## config.mk

```make
export PLATFORM = sky130hd
export DESIGN_NAME = mips_cpu_load_unit
export DESIGN_NICKNAME = d
export VERILOG_FILES = /design/src/rtl/mips_cpu_load_unit.sv
export SDC_FILE = /design/constraint.sdc
export NUM_CORES = 1
export LEC_CHECK = 0
export ABC_AREA = 0
export BUFFER_PORTS_ARGS = -buffer_cell sky130_fd_sc_hd__clkbuf_2
export CORE_UTILIZATION = 35
export DETAILED_ROUTE_END_ITERATION = 7
export PLACE_DENSITY = 0.66
export SYNTH_ARGS = -nofsm -noshare
export SYNTH_HDL_FRONTEND = slang
export SYNTH_SLANG_ARGS = --single-unit
```

## constraint.sdc

```tcl
create_clock -name i_clk -period 4.8 [get_ports i_clk]
set_input_delay 0.96 -clock i_clk [delete_from_list [all_inputs] [get_ports i_clk]]
set_output_delay 0.96 -clock i_clk [all_outputs]
set_load 0.005 [all_outputs]
```

## src/rtl/mips_cpu_load_unit.sv

```systemverilog
// mips_cpu_load_unit: single-outstanding MIPS load stage feeding register-file port D.
// Define MIPS_LOAD_UNIT_ALIGN_CHECK_EN to fault misaligned LH/LHU/LW instead of forcing alignment.
module mips_cpu_load_unit #(
    parameter int MAX_WAIT = 255,
    parameter int ADDR_W   = 32
) (
    input  logic              i_clk,
    input  logic              i_reset,
    input  logic              i_start,
    input  logic [2:0]        i_load_type,
    input  logic [ADDR_W-1:0] i_addr,
    input  logic [31:0]       i_rt_old,
    input  logic [4:0]        i_dest,
    output logic              o_busy,
    output logic              o_fault,
    output logic [ADDR_W-1:0] o_mem_address,
    output logic              o_mem_read,
    output logic [3:0]        o_mem_byteenable,
    input  logic              i_mem_waitrequest,
    input  logic [31:0]       i_mem_readdata,
    output logic [4:0]        o_write_addr_d,
    output logic              o_write_enable_d,
    output logic [31:0]       o_write_data_d
);
    localparam int CW = (MAX_WAIT > 1) ? $clog2(MAX_WAIT) : 1;

    typedef enum logic [1:0] {IDLE, REQ, WB, FLT} state_t;

    state_t            r_state;
    logic [2:0]        r_type;
    logic [1:0]        r_k;
    logic [31:0]       r_rt;
    logic [4:0]        r_dest;
    logic [CW-1:0]     r_wait;
    logic              r_busy;
    logic              r_fault;
    logic              r_mem_read;
    logic              r_we;
    logic [ADDR_W-1:0] r_maddr;
    logic [4:0]        r_waddr;
    logic [31:0]       r_wdata;

    logic              w_misalign;
    logic [1:0]        w_k;
    logic [7:0]        w_byte;
    logic [15:0]       w_half;
    logic [4:0]        w_lsh;
    logic [4:0]        w_rsh;
    logic [31:0]       w_data;

`ifdef MIPS_LOAD_UNIT_ALIGN_CHECK_EN
    assign w_misalign = ((i_load_type[1:0] == 2'd1) && i_addr[0]) ||
                        ((i_load_type[1:0] == 2'd3) && (i_addr[1:0] != 2'd0));
`else
    assign w_misalign = 1'b0;
`endif

    // Halfwords use k&2 and words k=0; a no-op when the alignment check is on.
    assign w_k    = (r_type[1:0] == 2'd1) ? {r_k[1], 1'b0} :
                    (r_type[1:0] == 2'd3) ? 2'd0 : r_k;
    assign w_byte = 8'(i_mem_readdata >> {w_k, 3'b000});
    assign w_half = 16'(i_mem_readdata >> {w_k[1], 4'b0000});
    assign w_lsh  = {~w_k, 3'b000};
    assign w_rsh  = {w_k, 3'b000};

    always_comb begin
        w_data = i_mem_readdata;
        case (r_type)
            3'd0: w_data = {{24{w_byte[7]}}, w_byte};
            3'd4: w_data = {24'd0, w_byte};
            3'd1: w_data = {{16{w_half[15]}}, w_half};
            3'd5: w_data = {16'd0, w_half};
            3'd2: w_data = (i_mem_readdata << w_lsh) | (r_rt & ~(32'hFFFF_FFFF << w_lsh));
            3'd6: w_data = (i_mem_readdata >> w_rsh) | (r_rt & ~(32'hFFFF_FFFF >> w_rsh));
            default: w_data = i_mem_readdata;
        endcase
    end

    always_ff @(posedge i_clk or negedge i_reset) begin
        if (!i_reset) begin
            r_state    <= IDLE;
            r_type     <= '0;
            r_k        <= '0;
            r_rt       <= '0;
            r_dest     <= '0;
            r_wait     <= '0;
            r_busy     <= 1'b0;
            r_fault    <= 1'b0;
            r_mem_read <= 1'b0;
            r_we       <= 1'b0;
            r_maddr    <= '0;
            r_waddr    <= '0;
            r_wdata    <= '0;
        end else begin
            r_fault <= 1'b0;
            r_we    <= 1'b0;
            case (r_state)
                IDLE: if (i_start) begin
                    r_type  <= i_load_type;
                    r_k     <= i_addr[1:0];
                    r_rt    <= i_rt_old;
                    r_dest  <= i_dest;
                    r_maddr <= {i_addr[ADDR_W-1:2], 2'b00};
                    r_wait  <= '0;
                    r_busy  <= 1'b1;
                    if (w_misalign) begin
                        r_fault <= 1'b1;
                        r_state <= FLT;
                    end else begin
                        r_mem_read <= 1'b1;
                        r_state    <= REQ;
                    end
                end
                REQ: if (!i_mem_waitrequest) begin
                    r_mem_read <= 1'b0;
                    r_wdata    <= w_data;
                    r_waddr    <= r_dest;
                    r_we       <= (r_dest != 5'd0);
                    r_state    <= WB;
                end else if (MAX_WAIT != 0 && r_wait == CW'(MAX_WAIT - 1)) begin
                    r_mem_read <= 1'b0;
                    r_fault    <= 1'b1;
                    r_state    <= FLT;
                end else begin
                    r_wait <= r_wait + 1'b1;
                end
                default: begin
                    r_busy  <= 1'b0;
                    r_state <= IDLE;
                end
            endcase
        end
    end

    assign o_busy           = r_busy;
    assign o_fault          = r_fault;
    assign o_mem_address    = r_maddr;
    assign o_mem_read       = r_mem_read;
    assign o_mem_byteenable = {4{r_mem_read}};
    assign o_write_addr_d   = r_waddr;
    assign o_write_enable_d = r_we;
    assign o_write_data_d   = r_wdata;
endmodule

```

# After elaboration in Yosys (flattened, before gate mapping)
# Index checks and enable logic that the tools add are counted.
# totals
input_bits,108
output_inout_bits,77
word_cells,72
regBits,123
# op_classes
reduce_logical,10
n_shift,5
n_eq_ne,13
n_addsub,1
bitwise_logic,9
n_mux,21
# op_table
cell,n
case mux 32 bit (6 select lines),1
AND 32 bit,2
inverter 32 bit,2
bitwise OR 32 bit,2
<< shifter 32 x 5 -> 32 bit,1
"<< shifter 32 x 5 -> 32 bit, first input constant",1
right shift 32 x 5 -> 16 bit,1
right shift 32 x 5 -> 32 bit,1
"right shift 32 x 5 -> 32 bit, first input constant",1
2-to-1 mux 8 bit,3
case mux 8 bit (2 select lines),1
2-to-1 mux 2 bit,5
"== test 3 bit, second input constant",3
"adder 8 x 1 -> 8 bit, second input constant",1
"== test 8 bit, second input constant",1
2-to-1 mux 1 bit,8
AND reduction 2 bit,4
"!= test 2 bit, second input constant",3
nonzero test 5 bit,1
"== test 2 x 1 -> 1 bit, second input constant",2
case mux 1 bit (2 select lines),2
case mux 2 bit (2 select lines),1
AND reduction 4 bit,1
"== test 3 x 1 -> 1 bit, second input constant",1
other kinds (9),10

# Logic depth before layout (Yosys ltp)
# logic_depth
ltp_word,9
depth_mapped,8
mapped_depth_nobuf,6

# Least setup slack after synthesis
# OpenSTA, ideal clock, no wires.
# synth_timing
path_kind,input -> register
from,input port i_start
to,register r_wait[6]
n_path_buf,0
stages,4
setup_time_ps,66
t_arrival_ps,2175
t_required_ps,4734
slack_ps,2559
path_cell_list,nor3b_1 > o21ai_0 > or4_1 > nand2_1
# synth_via
elab_chain_len,2
# synth_rtl
item,line,text
start: declaration,9,"input logic i_start,"
!= test 2 bit (no source line),-,
AND reduction 4 bit (no source line),-,
end signal: assignment,125,r_wait <= r_wait + 1'b1;
end: declaration,34,logic [CW-1:0] r_wait;
# Every way passes these cells.
# A chain may end at the register's enable or synchronous reset.

# Worst setup path after layout
# layout_timing
from,register r_type[0]
to,"register r_wdata[27], in the netlist o_write_data_d[27]"
# layout_via
elab_chain_len,9
elab_cells_between_ends,23
cone_classes,eq/ne: 7; shift: 5; mux: 3; bitwise: 7; reduce/logical: 1
# layout_rtl
item,line,text
start: declaration,30,logic [2:0] r_type;
start signal: assignment,99,r_type <= i_load_type;
== test 2 bit,60,(r_type[1:0] == 2'd3) ? 2'd0 : r_k;
2-to-1 mux 2 bit,60,
2-to-1 mux 2 bit,59,"assign w_k = (r_type[1:0] == 2'd1) ? {r_k[1], 1'b0} :"
inverter 2 bit,63,"assign w_lsh = {~w_k, 3'b000};"
<< shifter 32 x 5 -> 32 bit,73,3'd2: w_data = (i_mem_readdata << w_lsh) | (r_rt & ~(32'hFFFF_FFFF << w_lsh));
inverter 32 bit,73,
AND 32 bit,73,
bitwise OR 32 bit,73,
case mux 32 bit (6 select lines) (*),68,case (r_type)
end signal: assignment,116,r_wdata <= w_data;
end: declaration,41,logic [31:0] r_wdata;
# Every way passes the cells marked *; elsewhere a longest branch is shown, timed or not.

==> impl_metrics.yaml <==
placed_design:
  dp_hpwl_um: 15800
  place_ws_ps: 1970
  portBuffers: 182
  gp_congestion: 0.963
clock_network:
  htree_num_levels: 4
  post_cts_resized: 0
  clk_latency_ps: 420
  clk_pin_slew_ps: 60
  cts_setup_buffers: 0
  clock-root-buffer: "clkbuf_16"
  cts_tree: "built"
  hold_buffers: 0
  numClockSinks: 123
  cts_buffer_depth: 2
  cts_made_buffers: 17
synth:
  synth_area_leaders: "dfrtp_1, nand2_1, mux2_2"
  yosys_warnings: 0
  netlist_area_mm2: 0.00687
  synth_seq_area_share_pct: 44.8
  synth_most_common_cell: "nand2_1"
  ys_types: 58
  synthFlopType: "dfrtp_1"
  async_flop_share_pct: 100
  syn_area_per_cell_um2: 8.43
  yosys.area.top_type: "dfrtp_1"
  yosysTopAreaCellShare_pct: 44.8
  synth_cells: 815
  synthTopCellsByCount: "nand2_1, dfrtp_1, nor2_1"
  synth_edf_count: 0
  ys_ff_latch: 123
timing:
  tns_ps: 0
  worst_pin_slew_ps: 993
  fin_crit_ps: 2900
  setup_viol_count_final: 0
  max_freq_mhz: 345
  relSlewSlack_pct: 33.8
  rsz0062_at_grt: "false"
  fin_crit_sh_pct: 60.4
  slew_violations: 0
  fin_skew_ps: 7.16
  setup_ws_ps: 1900
  hold_viol: 0
floorplan:
  die_x_um: 142
  core-area_mm2: 0.0190
  die-height_um: 142
  rows: 50
  start_util_pct: 36.3
  ios: 185
  dieArea_mm2: 0.0202
setup_path:
  crit_buf_inv: 0
  path_class: "flip-flop to flip-flop"
  startpoint_type: "flip-flop"
  crit_path_end_kind: "flip-flop"
  crit_family: "flip-flops"
  slowest_stage: "dfrtp_1"
  path_cells: "nand2b_1, mux2_4, o41ai_4, nor2_2, a31oi_1"
  path_max_fanout: 26
  max_stage_delay_ps: 900
  crit_arrival_ps: 3230
  worst_ep_required_time_ps: 5130
detailed_routing:
  drcViolationCount: 0
  drtIter0Drc: 537
  ant_nets: 0
  vias_per_cell: 5.36
  wl_per_cell_um: 18.1
  vias: 6641
  dr.pass1.iters: 6
  wirelength_um: 22400
run:
  cap_violations: 0
global_route:
  grt_pass1_wl_um: 35300
  grtUsageTotal_pct: 22.8
  grt_pass1_vias: 6422
  grt_antenna_before_repair: 0
  overflow: 0
  grt_max_degree: 68
layout:
  final_nets: 1076
  multiInputGateArea_mm2: 0.00346
  num-fill-cells: 1935
  syn2layout_area_growth_pct: 23.7
  seq_area_mm2: 0.00308
  post-route-util_pct: 44.9
  drive_above_1_share_pct: 27.3
  diodes: 0
worst_hold_path:
  hp-class: "flip-flop to flip-flop"
outcome:
  status: "completed"
power_and_ir_drop:
  peakVddDrop_mv: 0.328
  p_leak_nw: 4.10
  p_total_mw: 5.29
  power-per-cell-area_mw_per_mm2: 622
==> report_power, final <==
group | internal [mW] | switching [mW]
registers | 1.47 | 0.364
logic | 0.890 | 1.28
clock network | 0.774 | 0.523
==> metrics by stage <==
| stage | cell area [um^2] | std cells | hold WS (ps) |
|---|---|---|---|
| floorplan | 6880 | 816 | 446 |
| global placement | 7910 | 1207 | 458 |
| detailed placement | 7910 | 1207 | 462 |
| CTS | 8500 | 1239 | 477 |
| global route | 8500 | 1239 | 492 |
| finish | 8500 | 1239 | 471 |
==> final timing paths <==
path                                             endpoint                          start  slack [ps]  depth (start not counted)
setup / recovery           o_write_data_d[27]$_DFFE_PN0P_          r_type[0]$_DFFE_PN0P_        1900                          5
hold / removal              o_mem_address[31]$_DFFE_PN0P_  o_mem_address[31]$_DFFE_PN0P_         470                          2
setup reg to reg           o_write_data_d[27]$_DFFE_PN0P_          r_type[0]$_DFFE_PN0P_        1900                          5
hold reg to reg             o_mem_address[31]$_DFFE_PN0P_  o_mem_address[31]$_DFFE_PN0P_         470                          2
max in group asynchronous            r_rt[15]$_DFFE_PN0P_                        i_reset        3380                          2
min in group asynchronous   o_mem_address[26]$_DFFE_PN0P_                        i_reset         600                          1
==> sequential cells by signal, indices dropped and copies added, names as in the netlist <==
name / cells
r_state: 2
o_fault: 1
r_rt: 32
r_k: 2
o_mem_read: 1
o_busy: 1
r_dest: 5
o_write_enable_d: 1
o_mem_address: 30
r_type: 3
o_write_addr_d: 5
o_write_data_d: 32
r_wait: 8
==> final cells by class <==
cell class | instances | area share, %
clock buffer | 17 | 5.00
multi-input combinational | 621 | 40.7
tap | 260 | 3.83
timing repair buffer | 193 | 11.9
clock inverter | 15 | 1.96
inverter | 10 | 0.441
sequential | 123 | 36.2
==> placed cells by master, fill, tap and decap left out, types with 11 or more instances in the layout <==
master | Yosys | layout
o221ai_1 | 16 | 16
mux2_2 | 30 | 30
o21ai_0 | 44 | 44
mux2i_1 | 23 | 23
nand2_1 | 266 | 266
clkbuf_16 | 0 | 17
a31oi_1 | 16 | 16
clkbuf_2 | 0 | 181
dfrtp_1 | 123 | 123
nor2_1 | 57 | 56
buf_4 | 10 | 11
a21oi_1 | 53 | 53
==> worst min-delay path: stages (launching register included) <==
cell and delay, ps:
dfrtp_1 340, nand2_1 50, nand2_1 50
==> kinds of logic after synthesis <==
| kind of cell | Yosys count | synth area share [%] |
|---|---|---|
| and+or+nand+nor | 369 | 21.9 |
| muxes | 54 | 8.48 |
| DFF | 123 | 44.8 |
| buffers and inverters | 72 | 5.08 |
| AOI/OAI and AO/OA | 190 | 18.9 |
| adders and majority gates | 2 | 0.364 |
| xor gates and xnor gates | 4 | 0.510 |
| other | 1 | 0.0546 |
==> routing by layer <==
layer,up-vias,global-route usage [%],share of wire (%)
met5,-,0,0
li1,3139,-,-
met2,326,36.0,46
met4,0,6.85,1.7
met3,31,6.70,9.5
met1,3145,30.0,43
Note: power is estimated with default switching activity, not from simulation.
